==> config.mk <==
export PLATFORM = sky130hd
export DESIGN_NAME = vwb_arbiter
export DESIGN_NICKNAME = d
export VERILOG_FILES = /design/src/rtl/cellrv32_package.sv /design/src/rtl/rr_pick.sv /design/src/rtl/vwb_arbiter.sv
export SDC_FILE = /design/constraint.sdc
export NUM_CORES = 1
export LEC_CHECK = 0
export ABC_AREA = 1
export BUFFER_PORTS_ARGS = -buffer_cell sky130_fd_sc_hd__buf_4
export CAP_MARGIN = 30
export CORE_AREA = 2 2 431 433
export DETAILED_ROUTE_END_ITERATION = 8
export DIE_AREA = 0 0 433 435
export PLACE_DENSITY_LB_ADDON = 0.15
export SLEW_MARGIN = 20
export SYNTH_ARGS = -nofsm -noshare
export SYNTH_HDL_FRONTEND = slang
export SYNTH_SLANG_ARGS = --single-unit
==> constraint.sdc <==
create_clock -name clk_i -period 3.42 [get_ports clk_i]
set_input_delay 0.513 -clock clk_i [delete_from_list [all_inputs] [get_ports clk_i]]
set_output_delay 0.513 -clock clk_i [all_outputs]
set_load 0.01 [all_outputs]
==> src/rtl/cellrv32_package.sv <==
// Shared types for the vector writeback arbiter: request bundle, FSM state and
// default geometry of the vector register file port.
package cellrv32_package;

   localparam int VWB_NUM_REQ = 3;
   localparam int VWB_VREGS   = 32;
   localparam int VWB_LANES   = 8;
   localparam int VWB_DATA_W  = 32;
   localparam int VWB_ADDR_W  = $clog2(VWB_VREGS);

   typedef enum logic {
      VWB_IDLE   = 1'b0,
      VWB_LOCKED = 1'b1
   } vwb_state_e;

   typedef struct packed {
      logic                                   valid;
      logic                                   last;
      logic [VWB_ADDR_W-1:0]                  addr;
      logic [VWB_LANES-1:0]                   en;
      logic [VWB_LANES-1:0][VWB_DATA_W-1:0]   data;
   } vwb_req_t;

   // Index width for n requesters, never narrower than one bit.
   function automatic int vwb_idx_w(input int n);
      return (n > 1) ? $clog2(n) : 1;
   endfunction

endpackage

==> src/rtl/rr_pick.sv <==
// Rotate-priority selector: first set request at or above ptr_i (mod N) wins.
// Purely combinational; shared with the load/store read-port arbiter.
module rr_pick
   import cellrv32_package::*;
#(
   parameter int N  = 3,
   parameter int IW = vwb_idx_w(N)
) (
   input  logic [N-1:0]  req_i,
   input  logic [IW-1:0] ptr_i,
   output logic [N-1:0]  grant_o,
   output logic [IW-1:0] idx_o,
   output logic          valid_o
);

   int cand;

   // NOTE: every output gets a default before the loop so no latch is inferred.
   always_comb begin
      grant_o = '0;
      idx_o   = '0;
      valid_o = 1'b0;
      cand    = 0;
      for (int i = 0; i < N; i++) begin
         cand = int'(ptr_i) + i;
         if (cand >= N) cand = cand - N;
         if (!valid_o && req_i[cand]) begin
            valid_o       = 1'b1;
            grant_o[cand] = 1'b1;
            idx_o         = IW'(cand);
         end
      end
   end

endmodule

==> src/rtl/vwb_arbiter.sv <==
// Round-robin writeback arbiter with burst locking in front of the VRF write
// port; one beat per cycle, registered output with one cycle of latency.
module vwb_arbiter
   import cellrv32_package::*;
#(
   parameter  int NUM_REQ          = VWB_NUM_REQ,
   parameter  int VECTOR_REGISTERS = VWB_VREGS,
   parameter  int VECTOR_LANES     = VWB_LANES,
   parameter  int DATA_WIDTH       = VWB_DATA_W,
   localparam int AW               = $clog2(VECTOR_REGISTERS),
   localparam int IW               = vwb_idx_w(NUM_REQ)
) (
   input  logic                                             clk_i,
   input  logic                                             rst_i,
   input  logic [NUM_REQ-1:0]                               req_valid_i,
   output logic [NUM_REQ-1:0]                               req_ready_o,
   input  logic [NUM_REQ-1:0]                               req_last_i,
   input  logic [NUM_REQ-1:0][AW-1:0]                       req_addr_i,
   input  logic [NUM_REQ-1:0][VECTOR_LANES-1:0]             req_en_i,
   input  logic [NUM_REQ-1:0][VECTOR_LANES-1:0][DATA_WIDTH-1:0] req_data_i,
   output logic [VECTOR_LANES-1:0]                          wr_en_o,
   output logic [AW-1:0]                                    wr_addr_o,
   output logic [VECTOR_LANES-1:0][DATA_WIDTH-1:0]          wr_data_o,
   output logic [IW-1:0]                                    owner_o,
   output logic                                             busy_o
);

   vwb_state_e                             state_q;
   logic [IW-1:0]                          owner_q;
   logic [IW-1:0]                          ptr_q;
   logic [IW-1:0]                          ptr_d;
   logic [VECTOR_LANES-1:0]                wr_en_q;
   logic [AW-1:0]                          wr_addr_q;
   logic [VECTOR_LANES-1:0][DATA_WIDTH-1:0] wr_data_q;

   logic [NUM_REQ-1:0] pick_req;
   logic [IW-1:0]      pick_ptr;
   logic [NUM_REQ-1:0] grant;
   logic [IW-1:0]      win;
   logic               xfer;

   // While locked only the owner is visible to the picker, so other
   // requesters stay blocked even across owner bubble cycles.
   always_comb begin
      pick_req = req_valid_i;
      pick_ptr = ptr_q;
      if (state_q == VWB_LOCKED) begin
         pick_req          = '0;
         pick_req[owner_q] = req_valid_i[owner_q];
         pick_ptr          = owner_q;
      end
   end

   rr_pick #(
      .N  (NUM_REQ),
      .IW (IW)
   ) u_pick (
      .req_i   (pick_req),
      .ptr_i   (pick_ptr),
      .grant_o (grant),
      .idx_o   (win),
      .valid_o (xfer)
   );

   assign req_ready_o = grant;
   assign ptr_d       = (win == IW'(NUM_REQ - 1)) ? '0 : win + IW'(1);

   // NOTE: all state is updated with non-blocking assignments so every register
   // samples the pre-edge values of its peers.
   always_ff @(posedge clk_i) begin
      if (rst_i) begin
         state_q   <= VWB_IDLE;
         owner_q   <= '0;
         ptr_q     <= '0;
         wr_en_q   <= '0;
         wr_addr_q <= '0;
         wr_data_q <= '0;
      end else begin
         wr_en_q <= '0;
         if (xfer) begin
            wr_en_q   <= req_en_i[win];
            wr_addr_q <= req_addr_i[win];
            wr_data_q <= req_data_i[win];
            owner_q   <= win;
            if (req_last_i[win]) begin
               state_q <= VWB_IDLE;
               ptr_q   <= ptr_d;
            end else begin
               state_q <= VWB_LOCKED;
            end
         end
      end
   end

   assign wr_en_o   = wr_en_q;
   assign wr_addr_o = wr_addr_q;
   assign wr_data_o = wr_data_q;
   assign owner_o   = owner_q;
   assign busy_o    = (state_q == VWB_LOCKED);

endmodule

==> key figures <==
Run status
  • Outcome: complete, no violations

Worst setup path
  • End point of the critical path: req_ready_o[2]
  • Worst EP arrival: 2.66 ns
  • FF-to-FF End: wr_data_o[128]$_SDFFE_PP0P_
  • R2r startpoint: owner_o[0]$_SDFFE_PP0P_
  • Critical Path Start Type: register
  • WP buf/inv: 3
  • CP startpoint: owner_o[0]$_SDFFE_PP0P_
  • Critical Path RT: 2.91 ns
  • CP delay by family, top: simple AND/OR/NAND/NOR gates
  • Worst Setup Path Type: register to primary output
  • CP Max Fanout: 5
  • Stages on the worst setup path: 12
  • Worst setup EP type: primary output
  • CP max stage delay: 0.38 ns
  • Crit path cell chain: inv_2 -> nand2_1 -> o21ai_1 -> inv_1 -> ha_2 -> nand3_1 -> nand3_1 -> nand2_2 -> nor2_4 -> nand3_2 -> nand3_2 -> buf_4
  • Critical-path top delay cell: ha_2
  • Worst reg-to-reg path cell count: 17
  • R2R setup slack: 0.34 ns

Clock network
  • Clk sinks: 274
  • Worst-path clk slew: 0.06 ns
  • Clk Latency, worst-skew pair: 0.63 ns
  • CTS max path bufs: 3
  • Post-CTS Setup Bufs: 0
  • Hold buffer count at CTS: 0
  • CTS H-tree depth: 2
  • TritonCTS clock tree: done
  • Total clock buffers created by CTS: 45
  • Clk root buf: clkbuf_16
  • Cts repair resizes: 3

Placement
  • DP HPWL: 92200 um
  • Gpl congestion: 0.861
  • Port bufs: 1089

Layout
  • # fillers: 21300
  • Commonest non-fill, non-tap cell in the layout: buf_4
  • Synth-to-layout area growth: 81.9%
  • Storage element area: 5490 um2
  • Most frequent cells in the layout: buf_4 (1118), nand2_1 (566), nand3_1 (541), dfxtp_1 (273), a21oi_1 (264)
  • Nets: 4243
  • Share of layout cells above drive strength 1: 0.443
  • Area taken by multi-input logic gates: 8140 um2

Timing
  • Setup Viol. Count Final: 0
  • Tmin final: 3.17 ns
  • Slew @ Worst Pin: 0.789 ns
  • Final TNS setup: 0 ns
  • Fin crit share: 0.926
  • Final Max Slew Viols: 0
  • Fmax: 0.316 GHz
  • Relative slew slack: 0.474
  • RSZ-0062 raised after global routing: no
  • Final Hold Fails: 0
  • Clock Skews: 0.0306 ns

Floorplan
  • Total die area: 188000 um2
  • FP Rows: 158
  • Starting density of the core: 0.0843
  • Die extent in x: 433 um
  • Die height: 435 um
  • Core area: 184000 um2
  • Ports: 1090

Global route
  • Total congestion overflow: 0
  • Largest net degree at the start of global routing: 122
  • Global-route wire length before repair: 160000 um
  • Number of global-route vias before repair: 20400
  • Gr usage total: 0.119
  • Initial antenna violation count: 15

Logic synthesis
  • Leading area contributor after synthesis: dfxtp_1
  • Synth Warn #: 0
  • Netlist cell types: 23
  • Synth Area in Simple Gates: 0.425
  • Main combinational cell family by area after synthesis: simple AND/OR/NAND/NOR gates
  • Synth Area in Compound Gates: 0.0924
  • #FFs+latches synth: 274
  • Dominant cells by area after synthesis: dfxtp_1 (35%), nand3_1 (18%), nand2_1 (14%)
  • Syn Inst Count: 2404
  • Post-synth design cell area: 15500 um2
  • Post-synthesis xor/xnor area fraction: 0
  • Post-synthesis adder-cell area fraction: 0.00322
  • Synth top area share: 0.353
  • Sequential share of the synthesized area: 0.353
  • Synth Net Count: 3223
  • Mux cell area share after synthesis: 0
  • Syn avg cell area: 6.46 um2

Drt
  • Initial DRC count: 711
  • Via Count: 19700
  • WL final: 117000 um
  • Detail Route Antenna Nets: 0
  • Drt pass-1 iters: 5
  • Remaining DRCs: 0
  • Post-DR vias/cell: 3.32
  • Drt wl/cell: 19.8 um

Run
  • Max_cap viols: 0

Min path
  • HP Class: input port to register
-- sequential cells by signal, summed over array words and instances, names as in the netlist --
name and flops:
busy_o 1, wr_en_o 8, ptr_q 2, owner_o 2, wr_data_o 256, wr_addr_o 5
-- per-stage QoR --
stage	util	instances	hold slack, ns	setup WS [ns]	cell area (um2)
after floorplan	-	2404	0.446	0.730	15500
after global placement	0.145	5857	0.493	0.0793	26800
after detailed placement	0.145	5857	0.480	0.0919	26800
after CTS	0.153	5934	0.0969	0.0213	28200
after global routing	0.153	5940	0.141	0.0142	28200
final	0.153	5940	0.181	0.252	28200
-- worst min path at each step --
stage                                     start                    end  slack (ns)  depth (start not counted)
after floorplan           ptr_q[0]$_SDFFE_PP0P_  ptr_q[0]$_SDFFE_PP0P_        0.45                          2
after global placement    ptr_q[0]$_SDFFE_PP0P_  ptr_q[0]$_SDFFE_PP0P_        0.49                          2
after detailed placement  ptr_q[0]$_SDFFE_PP0P_  ptr_q[0]$_SDFFE_PP0P_        0.48                          2
after CTS                           req_en_i[7]  wr_en_o[7]$_SDFF_PP0_         0.1                          3
after global routing                req_en_i[2]  wr_en_o[2]$_SDFF_PP0_        0.14                          3
final                               req_en_i[4]  wr_en_o[4]$_SDFF_PP0_        0.18                          3
-- per-layer routing --
layer / routed length, um / global-route usage / vias to the layer above
met5: 0 / 0 / -
met4: 4060 / 0.0449 / 0
met3: 9140 / 0.0372 / 121
met2: 61000 / 0.220 / 672
met1: 43100 / 0.124 / 9180
li1: - / - / 9728
-- worst min-delay path: stages --
cell and delay [ns]:
buf_4 0.08, nand2_1 0.04, a31oi_1 0.12
-- logic make-up after synthesis --
family                   Yosys count
AND/OR/NAND/NOR                 1390
AO/OA/AOI/OAI                    281
flip-flops                       274
adder cells (fa/ha/maj)            4
buffers and inverters            455
-- layout make-up --
type,instances,share of cell area
Antenna cell,6,0.000532
Clock buffer,67,0.0460
Clock inverter,10,0.00465
Inverter,280,0.0377
Multi-Input combinational cell,1675,0.288
Sequential cell,274,0.194
Tap cell,2480,0.110
Timing Repair Buffer,1148,0.319
-- cell usage after synthesis --
master    number
nand3_1      543
ha_1           4
clkbuf_1      59
a31oi_1        8
nand2_2        6
o21ai_2        2
buf_2         61
dfxtp_1      274
a21oi_1      264
o21ai_0        4
inv_2         35
nand2_1      569
buf_4         13
buf_6         17
a21boi_2       1
nand4_1        2
clkinv_1       1
nor2_4         3
or2_2        261
inv_1        244
buf_1         25
o211ai_1       2
nor2_1         6
Power is left out: the tool's default activity adds up to more than one toggle a clock period on the data nets, which glitch-free logic cannot reach.
